===== config.mk =====
export PLATFORM = sky130hd
export DESIGN_NAME = esteira_multiestacao
export DESIGN_NICKNAME = d
export VERILOG_FILES = /design/src/rtl/esteira_multiestacao_pkg.sv /design/src/rtl/esteira_multiestacao_contador.sv /design/src/rtl/esteira_multiestacao.sv
export SDC_FILE = /design/constraint.sdc
export NUM_CORES = 1
export LEC_CHECK = 0
export CAP_MARGIN = 30
export CORE_MARGIN = 5
export CORE_UTILIZATION = 35
export CTS_CLUSTER_DIAMETER = 50
export DETAILED_ROUTE_END_ITERATION = 10
export DONT_BUFFER_PORTS = 1
export HOLD_SLACK_MARGIN = 0.03
export PLACE_DENSITY_LB_ADDON = 0.08
export SYNTH_ARGS = -nofsm -noshare
export SYNTH_HDL_FRONTEND = slang
export SYNTH_SLANG_ARGS = --single-unit

===== constraint.sdc =====
create_clock -name clk -period 3.2 [get_ports clk]
set_clock_uncertainty 0.05 [all_clocks]
set_input_delay 0.32 -clock clk [delete_from_list [all_inputs] [get_ports clk]]
set_output_delay 0.32 -clock clk [all_outputs]
set_load 0.1 [all_outputs]

===== src/rtl/esteira_multiestacao_pkg.sv =====
// +--------------------------------------------------------------------+
// | pkg_esteira: shared types and defaults for the conveyor controller |
// | Rev 1.0                                                            |
// +--------------------------------------------------------------------+
`default_nettype none

package pkg_esteira;

  typedef enum logic [2:0] {
    ST_IDLE      = 3'd0,
    ST_MOVENDO   = 3'd1,
    ST_PAUSADO   = 3'd2,
    ST_CONCLUIDO = 3'd3,
    ST_FALHA     = 3'd4
  } estado_esteira_t;

  localparam int FILTRO_CICLOS_PADRAO  = 4;
  localparam int TIMEOUT_CICLOS_PADRAO = 500_000_000;

  // A single station still needs a 1-bit index port.
  function automatic int calc_idx_w(input int n);
    return (n > 1) ? $clog2(n) : 1;
  endfunction

endpackage

`default_nettype wire


===== src/rtl/esteira_multiestacao_contador.sv =====
// +--------------------------------------------------------------------+
// | contador_saturado: saturating counter with clr/hold/inc and a flag |
// | that fires on the increment that reaches LIMITE. Rev 1.0           |
// +--------------------------------------------------------------------+
`default_nettype none

module contador_saturado #(
  parameter int LIMITE = 4,
  parameter int W      = $clog2(LIMITE + 1)
) (
  input  logic clk,
  input  logic rst_n,
  input  logic clr_i,
  input  logic hold_i,
  input  logic inc_i,
  output logic terminal_o
);

  localparam logic [W-1:0] c_limite = W'(LIMITE);
  localparam logic [W-1:0] c_ultimo = W'(LIMITE - 1);

  logic [W-1:0] valor_q, valor_d;
  logic         w_avanca;

  assign w_avanca   = inc_i && !hold_i && !clr_i;
  // Flag is combinational so the caller can act on the same edge the limit is reached.
  assign terminal_o = w_avanca && (valor_q == c_ultimo);

  always_comb begin
    valor_d = valor_q;
    if (clr_i) begin
      valor_d = '0;
    end else if (w_avanca && (valor_q != c_limite)) begin
      valor_d = valor_q + 1'b1;
    end
  end

  always_ff @(posedge clk or negedge rst_n) begin
    if (!rst_n) begin
      valor_q <= '0;
    end else begin
      valor_q <= valor_d;
    end
  end

endmodule

`default_nettype wire


===== src/rtl/esteira_multiestacao.sv =====
// +--------------------------------------------------------------------+
// | esteira_multiestacao: multi-station conveyor motion controller     |
// | Rev 1.0                                                            |
// +--------------------------------------------------------------------+
`default_nettype none

module esteira_multiestacao
  import pkg_esteira::*;
#(
  parameter int  N_ESTACOES     = 3,
  parameter int  FILTRO_CICLOS  = FILTRO_CICLOS_PADRAO,
  parameter int  TIMEOUT_CICLOS = TIMEOUT_CICLOS_PADRAO,
  localparam int IDX_W          = calc_idx_w(N_ESTACOES)
) (
  input  logic                  clk,
  input  logic                  reset_n,
  input  logic                  cmd_valid,
  input  logic [IDX_W-1:0]      cmd_destino,
  output logic                  cmd_ready,
  input  logic [N_ESTACOES-1:0] sensores,
  input  logic                  alarme_rolha,
  input  logic                  limpar_falha,
  output logic                  motor_ativo,
  output logic                  tarefa_concluida,
  output logic                  cmd_erro,
  output logic                  falha_timeout,
  output logic [IDX_W-1:0]      estacao_atual
);

  localparam logic [IDX_W:0] c_n_estacoes = (IDX_W + 1)'(N_ESTACOES);

  estado_esteira_t estado_q, estado_d;
  logic [IDX_W-1:0] dest_q, dest_d;
  logic [IDX_W-1:0] estacao_q, estacao_d;
  logic cmd_ready_q, motor_q, tarefa_q, erro_q, falha_q;
  logic erro_d;

  logic w_dest_valido, w_sensor_dest, w_pausado;
  logic w_filt_clr, w_filt_inc, w_filt_term;
  logic w_to_clr, w_to_inc, w_to_term;

  assign w_dest_valido = ({1'b0, cmd_destino} < c_n_estacoes);
  assign w_sensor_dest = sensores[dest_q];
  assign w_pausado     = (estado_q == ST_PAUSADO);

  contador_saturado #(.LIMITE(FILTRO_CICLOS)) u_filtro (
    .clk        (clk),
    .rst_n      (reset_n),
    .clr_i      (w_filt_clr),
    .hold_i     (w_pausado),
    .inc_i      (w_filt_inc),
    .terminal_o (w_filt_term)
  );

  contador_saturado #(.LIMITE(TIMEOUT_CICLOS)) u_timeout (
    .clk        (clk),
    .rst_n      (reset_n),
    .clr_i      (w_to_clr),
    .hold_i     (w_pausado),
    .inc_i      (w_to_inc),
    .terminal_o (w_to_term)
  );

  always_comb begin
    estado_d   = estado_q;
    dest_d     = dest_q;
    erro_d     = 1'b0;
    w_filt_clr = 1'b0;
    w_filt_inc = 1'b0;
    w_to_clr   = 1'b0;
    w_to_inc   = 1'b0;
    unique case (estado_q)
      ST_IDLE: begin
        if (cmd_valid && w_dest_valido) begin
          dest_d     = cmd_destino;
          w_filt_clr = 1'b1;
          w_to_clr   = 1'b1;
          estado_d   = ST_MOVENDO;
        end else if (cmd_valid) begin
          erro_d = 1'b1;
        end
      end
      ST_MOVENDO: begin
        // Counters only advance on edges that keep the belt running.
        if (alarme_rolha) begin
          estado_d = ST_PAUSADO;
        end else begin
          w_to_inc   = 1'b1;
          w_filt_inc = w_sensor_dest;
          w_filt_clr = !w_sensor_dest;
          if (w_filt_term) begin
            estado_d = ST_CONCLUIDO;
          end else if (w_to_term) begin
            estado_d = ST_FALHA;
          end
        end
      end
      ST_PAUSADO: begin
        if (!alarme_rolha) begin
          w_filt_clr = 1'b1;
          estado_d   = ST_MOVENDO;
        end
      end
      ST_CONCLUIDO: estado_d = ST_IDLE;
      ST_FALHA: begin
        if (limpar_falha) begin
          estado_d = ST_IDLE;
        end
      end
      default: estado_d = ST_IDLE;
    endcase
  end

  assign estacao_d = (estado_d == ST_CONCLUIDO) ? dest_q : estacao_q;

  always_ff @(posedge clk or negedge reset_n) begin
    if (!reset_n) begin
      estado_q    <= ST_IDLE;
      dest_q      <= '0;
      estacao_q   <= '0;
      cmd_ready_q <= 1'b1;
      motor_q     <= 1'b0;
      tarefa_q    <= 1'b0;
      erro_q      <= 1'b0;
      falha_q     <= 1'b0;
    end else begin
      estado_q    <= estado_d;
      dest_q      <= dest_d;
      estacao_q   <= estacao_d;
      cmd_ready_q <= (estado_d == ST_IDLE);
      motor_q     <= (estado_d == ST_MOVENDO);
      tarefa_q    <= (estado_d == ST_CONCLUIDO);
      erro_q      <= erro_d;
      falha_q     <= (estado_d == ST_FALHA);
    end
  end

  assign cmd_ready        = cmd_ready_q;
  assign motor_ativo      = motor_q;
  assign tarefa_concluida = tarefa_q;
  assign cmd_erro         = erro_q;
  assign falha_timeout    = falha_q;
  assign estacao_atual    = estacao_q;

endmodule

`default_nettype wire


Word-level counts from Yosys, hierarchy flattened
Index checks and enable logic that the tools add are counted.
Word-level totals
  flip-flop bits (word level): 44
  input port bits: 10
  output and inout port bits: 7
  word-level logic and storage cells: 66
Operators by class
  add/sub/neg operators: 2
  magnitude comparators: 2
  equal/unequal tests: 10
  mux-type cells: 24
  reduce and logical (&&, ||, !) cells: 18
Operators by type and width (count)
  two-way mux 29 bit: 2
  adder 29 x 1 -> 29 bit, second input constant: 1
  == test 29 bit, second input constant: 1
  inequality test 29 bit, second input constant: 1
  two-way mux 3 bit: 8
  one-hot mux 3 bit (4 select lines): 1
  two-way mux 1 bit: 11
  == test 3 x 2 -> 1 bit, second input constant: 3
  logical AND 1 bit: 9
  == test 3 x 1 -> 1 bit, second input constant: 2
  == test 3 bit, second input constant: 2
  logical NOT 3 bit: 2
  logical NOT 1 bit: 4
  nonzero test 2 bit: 2
  adder 3 x 1 -> 3 bit, second input constant: 1
  < comparator 2 x 3 -> 1 bit, second input constant: 1
  inequality test 3 bit, second input constant: 1
  one-hot mux 1 bit (3 select lines): 1
  binary-select mux 1 bit (select 2 bit): 1
  < comparator 2 bit, second input constant: 1
  AND reduction 2 bit: 1

Logic depth before layout (Yosys ltp)
Gate-level depths: netlist (run 1).
  depth after elaboration: 12
  gate-level depth with buffers: 8

Hierarchy
Synthesis (run 1) repeated with hierarchy kept, for this count alone.
Unflattened totals
  cells, all modules: 253
  area total of the unflattened synthesis: 2491.1 um2
Modules (own cells, without submodules)
  contador_saturado (u_timeout): times used 1, cells an instance 177, area an instance 1682.9 um2, sequential area each 725.7 um2
  esteira_multiestacao: times used 1, cells an instance 55, area an instance 585.6 um2, sequential area each 301.5 um2
  contador_saturado (u_filtro): times used 1, cells an instance 21, area an instance 222.7 um2, sequential area each 75.1 um2

Least setup slack after synthesis (run 1)
Ideal clock, no wire load.
  path type: register to register
  from: register estado_q[1]
  to: register u_timeout.valor_q[21]
  data arrival time: 2.223 ns
  setup slack: 0.790 ns
  cell stages (with the launch flop): 9
  buffers on the path: 4
  period minus slack after synthesis: 2.410 ns
  path through: dfrtp_1 -> buf_6 -> or4b_1 -> buf_2 -> or4_1 -> clkbuf_2 -> buf_6 -> o311ai_4 -> o41ai_2
Between the ends
  cells in the longest elaborated chain, start to end: 6
Ends and longest elaborated chain
  start, declared: RTL line esteira_multiestacao.sv:32  | estado_esteira_t estado_q, estado_d;
  start signal, assigned: RTL line esteira_multiestacao.sv:127  | estado_q <= estado_d;
  == test 3 x 1 -> 1 bit, or another cell as far along: RTL line esteira_multiestacao.sv:72  | unique case (estado_q)
  two-way mux 1 bit / logical NOT 1 bit (equally long branches): RTL line esteira_multiestacao.sv:72, esteira_multiestacao_contador.sv:25
  logical AND 1 bit / logical NOT 1 bit (equally long branches): RTL line esteira_multiestacao_contador.sv:25  | assign w_avanca = inc_i && !hold_i && !clr_i;
  logical AND 1 bit: RTL line esteira_multiestacao_contador.sv:25
  logical AND 1 bit: RTL line esteira_multiestacao_contador.sv:33  | end else if (w_avanca && (valor_q != c_limite)) begin
  nonzero test 2 bit (no source line)
  end signal, assigned: RTL line esteira_multiestacao_contador.sv:42  | valor_q <= valor_d;
  end, declared: RTL line esteira_multiestacao_contador.sv:22  | logic [W-1:0] valor_q, valor_d;
Several ways; a longest one is shown, not always the timed one.
A chain may end at the register's enable or synchronous reset.

Worst setup path in the final report (run 1)
  from: register estado_q[1]
  to: register u_timeout.valor_q[25]
The elaborated chain is that of the path after synthesis.

==> results of run 1 <==
==> per-stage QoR <==
step                      instance area (sq um)  setup slack [ps]  instances  power (mW)   util
after floorplan                            2390               790        247        1.02      -
after global placement                     2460               691        319        1.10  0.366
after detailed placement                   2460               618        319        1.10  0.366
after CTS                                  2610               607        329        1.56  0.388
after global routing                       2610               453        329        1.63  0.388
final                                      2610               592        329        1.54  0.388
==> cell type report <==
class,instances,area [sq um],share of cell area
Sequential cell,44,1100,0.422
Multi-Input combinational cell,181,1190,0.456
Clock buffer,5,68.8,0.0264
Timing Repair Buffer,6,67.6,0.0259
Clock inverter,3,42.5,0.0163
Inverter,10,37.5,0.0144
Tap cell,80,100,0.0384
==> cell families after synthesis <==
| family | Yosys count | synth area share |
|---|---|---|
| flops | 44 | 0.461 |
| simple gates | 111 | 0.260 |
| mux | 14 | 0.0608 |
| fa+ha+maj | 6 | 0.0304 |
| xor+xnor | 3 | 0.0110 |
| buf+inv | 22 | 0.0424 |
| compound gates | 47 | 0.134 |
==> per-layer routing <==
layer / vias up / routed length, microns
met5: - / 0
met4: 0 / 55
met3: 5 / 150
met2: 23 / 2420
met1: 928 / 2950
li1: 925 / -
==> final timing paths <==
path | startpoint | end | slack (ps) | depth (start not counted)
worst max-delay path | estado_q[1] | u_timeout.valor_q[25] | 590 | 4
worst min-delay path | cmd_destino[0] | cmd_erro | 120 | 2
worst max register to register | estado_q[1] | u_timeout.valor_q[25] | 590 | 4
worst min register to register | u_timeout.valor_q[28] | u_timeout.valor_q[28] | 430 | 1
max in group asynchronous | reset_n | cmd_ready | 2380 | 2
min in group asynchronous | reset_n | estacao_atual[0] | 460 | 2
==> flip-flops by register name, indices dropped and copies added (netlist names) <==
register,count
u_timeout.valor_q,29
estado_q,3
u_filtro.valor_q,3
dest_q,2
estacao_atual,2
cmd_erro,1
cmd_ready,1
falha_timeout,1
motor_ativo,1
tarefa_concluida,1
==> power by group through the flow <==
stage	registers, mW	logic (mW)	clock network, mW
3_3_place_gp	0.820	0.278	0
3_5_place_dp	0.822	0.281	0
4_1_cts	0.810	0.301	0.454
5_1_grt	0.822	0.344	0.468
6_report	0.811	0.293	0.437
2_1_floorplan	0.785	0.240	0
==> placed cells by master (no fill, tap or decap), drive strengths merged, types with 2 or more instances in the layout <==
cell type / netlist / layout
nand2b: 3 / 3
ha: 5 / 5
o31ai: 6 / 6
nand2: 28 / 28
or4b: 2 / 2
nor4: 5 / 5
dfrtp: 43 / 43
mux2: 4 / 4
o311ai: 3 / 3
or3: 7 / 7
nand4: 8 / 8
o21a: 2 / 2
and4: 7 / 7
buf: 4 / 5
nor4bb: 2 / 2
o41ai: 3 / 3
a21o: 2 / 2
or4: 5 / 5
nor4b: 6 / 6
a21oi: 13 / 13
clkbuf: 8 / 5
mux2i: 10 / 10
nor2: 14 / 14
o22ai: 3 / 3
o21ai: 11 / 11
inv: 10 / 10
and3: 2 / 2
nand3: 16 / 16
nor3: 4 / 4
a31oi: 2 / 2
xnor2: 2 / 2
==> summary.log, run 1 <==
[run_status] status finished clean
[yosys] number of flip-flops and latches in the synthesized netlist 44
[yosys] most frequent cells after synthesis 43 x sky130_fd_sc_hd__dfrtp_1, 28 x sky130_fd_sc_hd__nand2_1, 16 x sky130_fd_sc_hd__nand3_1
[clock_network] root buf cell sky130_fd_sc_hd__clkbuf_8
[routing] wire per inst 16.9 microns
[clock_network] count of cells resized by post-cts repair 0
[floorplanning] initial core utilization 0.355
[floorplanning] area of the core region 6720 sq um
[yosys] Post-Syn Instances 247
[power] Max VDD drop 0.252 mV
[floorplanning] die outline height 92.6 microns
[yosys] main flop type after synthesis sky130_fd_sc_hd__dfrtp_1
[setup_path] Critical Path End Type flip-flop
[floorplanning] floorplan die width 92.6 microns
[clock_network] number of buffers inserted to repair setup after CTS 0
[place] number of I/O port buffers 0
[setup_path] cell-by-cell listing of the critical path or4b_1 > or4_1 > nor4_1 > mux2i_1
[yosys] number of distinct standard cells referenced by the synthesized netlist 43
[clock_network] latest clock arrival within the worst-skew pair 300 ps
[place] Routability Congestion 0.796
[power] Leakage Power 1.07 nW
[yosys] most area-hungry cell type in the Yosys netlist sky130_fd_sc_hd__dfrtp_1
[global_routing] total overflow reported by the global router 0
[clock_network] total of hold buffers inserted after clock tree synthesis 2
[setup_path] largest driver fanout on the critical path 17
[clock_network] CTS tree built
[routing] antenna violation net count after detailed routing 0
[setup_path] CP max stage cell sky130_fd_sc_hd__or4_1
[floorplanning] number of standard-cell rows in the floorplan 30
[setup_path] critical path data arrival time 2790 ps
[clock_network] CTS Sinks 44
[yosys] post-synth design cell area 2390 sq um
[global_routing] vias in the first global route 1,766
[yosys] most used standard cell by instance count after synthesis sky130_fd_sc_hd__dfrtp_1
[timing] number of pins exceeding their max-slew limit in the final report 0
[timing] final hold violation count 0
[floorplanning] number of top-level design ports 17
[finish] number of fill cells in the layout 688
[routing] Iter 0 DRT Violations 113
[global_routing] aggregate global-route resource usage 0.138
[timing] portion of the clock cycle consumed by the worst path in the final layout 0.815
[power] switching power 569 uW
[yosys] number of flops mapped to enable cells by yosys 0
[clock_network] number of buffers inserted during clock tree synthesis 5
[run] MaxCap Viol Count 0
[routing] Initial DRT Pass Iterations 4
[global_routing] antenna violations before repair 0
[timing] sum of negative setup slack 0 ps
[setup_path] critical setup path kind reg -> reg
[timing] max frequency 0.383 GHz
[global_routing] met3 Resource Use GR 0.0276
[timing] RSZ-0062 raised after global routing no
[global_routing] busiest metal layer after global routing met1
[setup_path] Crit path buffers/inverters 0
[power] Switching Share 0.369
[global_routing] pin count of the biggest net entering global routing 45
[setup_path] category of the worst setup path launch point flip-flop
[timing] final number of setup-violating endpoints 0
[routing] via count 1,881
[hold_path] Hold Crit Class in -> reg
[finish] layout-stage area growth over the synthesis result 9.27%
[yosys] top cells by area, synth sky130_fd_sc_hd__dfrtp_1 45%, sky130_fd_sc_hd__nand2_1 4.4%, sky130_fd_sc_hd__mux2i_1 4.2%, sky130_fd_sc_hd__nand3_1 3.4%, sky130_fd_sc_hd__a21oi_1 2.7%
[routing] Routed Wire Length 5570 microns
[finish] fraction of final layout cells sized beyond drive strength 1 0.0884
[routing] via-per-instance ratio 5.72
[yosys] Syn. warnings 0
[yosys] number of nets in the synthesized netlist 262
[power] part of the total power dissipated in the clock network 0.283
[floorplanning] area of the die 8580 sq um
[setup_path] longest individual stage delay on the worst path 840 ps
[setup_path] critical path's top delay family simple AND/OR/NAND/NOR gates
[timing] Max-Slew Margin vs Limit 0.402
[yosys] share of the synthesized area in the top cell type 0.450
[clock_network] CTS clock-pin slew for the worst setup and hold paths 90 ps
[global_routing] first-pass GRT wire length 9450 microns
[power] fraction of power consumed by sequential logic 0.527
[finish] number of inserted diodes 0
[clock_network] number of H-tree levels 2
[timing] worst hold margin 122 ps
[clock_network] CTS max path bufs 2
[finish] number of nets in the layout 263
[setup_path] Data required, critical path 3380 ps
[timing] measured slew at the worst slew-check pin 897 ps
[power] P_int 972 uW
[power] Comb power frac 0.190
[timing] time the final worst path needs with I/O delays and setup 2610 ps
[yosys] post-synthesis area per instance 9.67 sq um
[power] pwr dens 590 nW/um^2
[global_routing] met2 GRT Util 0.195
[yosys] Async S/R FF share, synth 1.00
[routing] DRC errors left 0
[place] DP Wirelength 3760 microns
[global_routing] routing usage on met1 0.211
[yosys] fraction of the yosys area taken by sequential cells 0.461
Note: power is estimated with default switching activity, not from simulation.
==> run 2, diff against run 1 <==
clock period = 2.43 ns   (was 3.2 ns; I/O delays follow)
==> summary.log, run 2 (same netlist as run 1, synthesis figures left out) <==
[hold_path] worst-case hold path end point cmd_erro
[power] sum of internal, switching and leakage power 2.08 mW
[clock_network] number of buffers inserted during clock tree synthesis 5
[setup_path] category of the worst setup path launch point flip-flop
[hold_path] min-delay src cmd_destino[1]
[setup_path] number of cells traversed by the worst register-to-register path 5
[timing] RSZ-0062 raised after global routing no
[floorplanning] number of standard-cell rows in the floorplan 30
[place] number of I/O port buffers 0
[clock_network] number of H-tree levels 2
[timing] sum of negative setup slack 0 ps
[run] MaxCap Viol Count 0
[global_routing] antenna violations before repair 0
[global_routing] vias in the first global route 1,750
[floorplanning] die outline height 92.6 microns
[place] DP Wirelength 3870 microns
[power] pwr dens 769 nW/um^2
[setup_path] reg-to-reg slack, setup 170 ps
[setup_path] critical register-to-register path startpoint estado_q[1]
[floorplanning] initial core utilization 0.355
[hold_path] Hold Crit Class in -> reg
[hold_path] Hold Path Depth 2
[setup_path] worst flop-to-flop path endpoint u_timeout.valor_q[25]
[setup_path] critical path data arrival time 2440 ps
[clock_network] total of hold buffers inserted after clock tree synthesis 4
[clock_network] number of buffers inserted to repair setup after CTS 0
[finish] number of inserted diodes 0
[setup_path] largest driver fanout on the critical path 17
[global_routing] first-pass GRT wire length 9430 microns
[place] dpl ws 187 ps
[power] Max VDD drop 0.289 mV
[routing] Initial DRT Pass Iterations 4
[clock_network] count of cells resized by post-cts repair 0
[floorplanning] number of top-level design ports 17
[finish] most frequent standard cell in the layout excluding fill and tap cells sky130_fd_sc_hd__dfrtp_1
[setup_path] Critical Path End Type flip-flop
[finish] commonest non-fill, non-tap cells in the layout 43 x sky130_fd_sc_hd__dfrtp_1, 28 x sky130_fd_sc_hd__nand2_1, 16 x sky130_fd_sc_hd__nand3_1
[floorplanning] area of the core region 6720 sq um
[timing] final worst-path setup slack 173 ps
[routing] via-per-instance ratio 5.63
[power] Leakage Power 1.13 nW
[finish] leading registers by flop count u_timeout.valor_q (29), estado_q (3), u_filtro.valor_q (3)
[finish] Largest register FFs 29
[clock_network] CTS clock-pin slew for the worst setup and hold paths 90 ps
[routing] antenna violation net count after detailed routing 0
[finish] number of nets in the layout 275
[finish] largest register by flop count u_timeout.valor_q
[clock_network] CTS Sinks 44
[finish] non-filler cells in the finished layout 341
[clock_network] latest clock arrival within the worst-skew pair 300 ps
[finish] post-route design area 2710 sq um
[timing] worst hold margin 38.3 ps
[timing] measured slew at the worst slew-check pin 898 ps
[clock_network] root buf cell sky130_fd_sc_hd__clkbuf_8
[timing] time the final worst path needs with I/O delays and setup 2260 ps
[routing] Iter 0 DRT Violations 113
[place] Post-Place Cell Area 2530 sq um
[timing] max frequency 0.443 GHz
[finish] fraction of final layout cells sized beyond drive strength 1 0.119
[timing] number of pins exceeding their max-slew limit in the final report 0
[routing] via count 1,919
[setup_path] critical setup path kind reg -> reg
[timing] final hold violation count 0
[clock_network] CTS max path bufs 2
[routing] wire per inst 16.4 microns
[global_routing] total overflow reported by the global router 0
[finish] layout-stage area growth over the synthesis result 13.5%
[run_status] status finished clean
[place] Routability Congestion 0.789
[routing] Routed Wire Length 5600 microns
[timing] final number of setup-violating endpoints 0
[setup_path] Data required, critical path 2610 ps
[timing] portion of the clock cycle consumed by the worst path in the final layout 0.929
[routing] DRC errors left 0
[finish] Core Util, Final 0.404
[global_routing] aggregate global-route resource usage 0.140
[floorplanning] floorplan die width 92.6 microns
[place] # placed instances 328
[clock_network] CTS tree built
[floorplanning] area of the die 8580 sq um
[timing] Max-Slew Margin vs Limit 0.401
[global_routing] pin count of the biggest net entering global routing 45
-- run 2: cell count changes in the layout (fill, tap and decap cells not counted) --
| cell | before | now |
|---|---|---|
| sky130_fd_sc_hd__buf_4 | 4 | 13 |
| sky130_fd_sc_hd__clkinv_2 | 1 | 0 |
| sky130_fd_sc_hd__dlygate4sd3_1 | 1 | 4 |
| sky130_fd_sc_hd__inv_6 | 0 | 1 |
-- run 2: report_power, final --
part,switching [mW],leakage [nW],internal (mW),total (mW)
clock network,0.281,0.0548,0.310,0.591
logic,0.259,0.473,0.191,0.450
registers,0.222,0.600,0.821,1.04
-- run 2: per-layer routing --
metal	GRT usage	up-vias	wire length, microns
met5	0	-	0
met4	0.0440	0	64
met2	0.199	34	2420
met3	0.0301	5	208
li1	-	959	-
met1	0.209	921	2910
-- run 2: final cells by class --
class,instances,area [sq um]
Timing Repair Buffer,18,165
Tap cell,80,100
Clock buffer,5,68.8
Clock inverter,3,46.3
Inverter,10,37.5
Sequential cell,44,1100
Multi-Input combinational cell,181,1190
Fill cell,656,4010
-- run 2: worst max-delay path by stage --
stage | slack [ps] | endpoint | startpoint
5_1_grt | 30 | u_timeout.valor_q[25] | estado_q[1]
2_1_floorplan | 20 | u_timeout.valor_q[21] | estado_q[1]
4_1_cts | 150 | u_timeout.valor_q[25] | estado_q[1]
6_report | 170 | u_timeout.valor_q[25] | estado_q[1]
3_5_place_dp | 190 | u_timeout.valor_q[25] | estado_q[1]
3_3_place_gp | 250 | u_timeout.valor_q[17] | estado_q[1]
-- run 2: critical path: stages, from the launching register on --
cell and delay [ps]:
sky130_fd_sc_hd__dfrtp_1 390, sky130_fd_sc_hd__or4b_1 530, sky130_fd_sc_hd__or4_1 520, sky130_fd_sc_hd__buf_4 210, sky130_fd_sc_hd__nor4_1 270, sky130_fd_sc_hd__mux2i_1 220
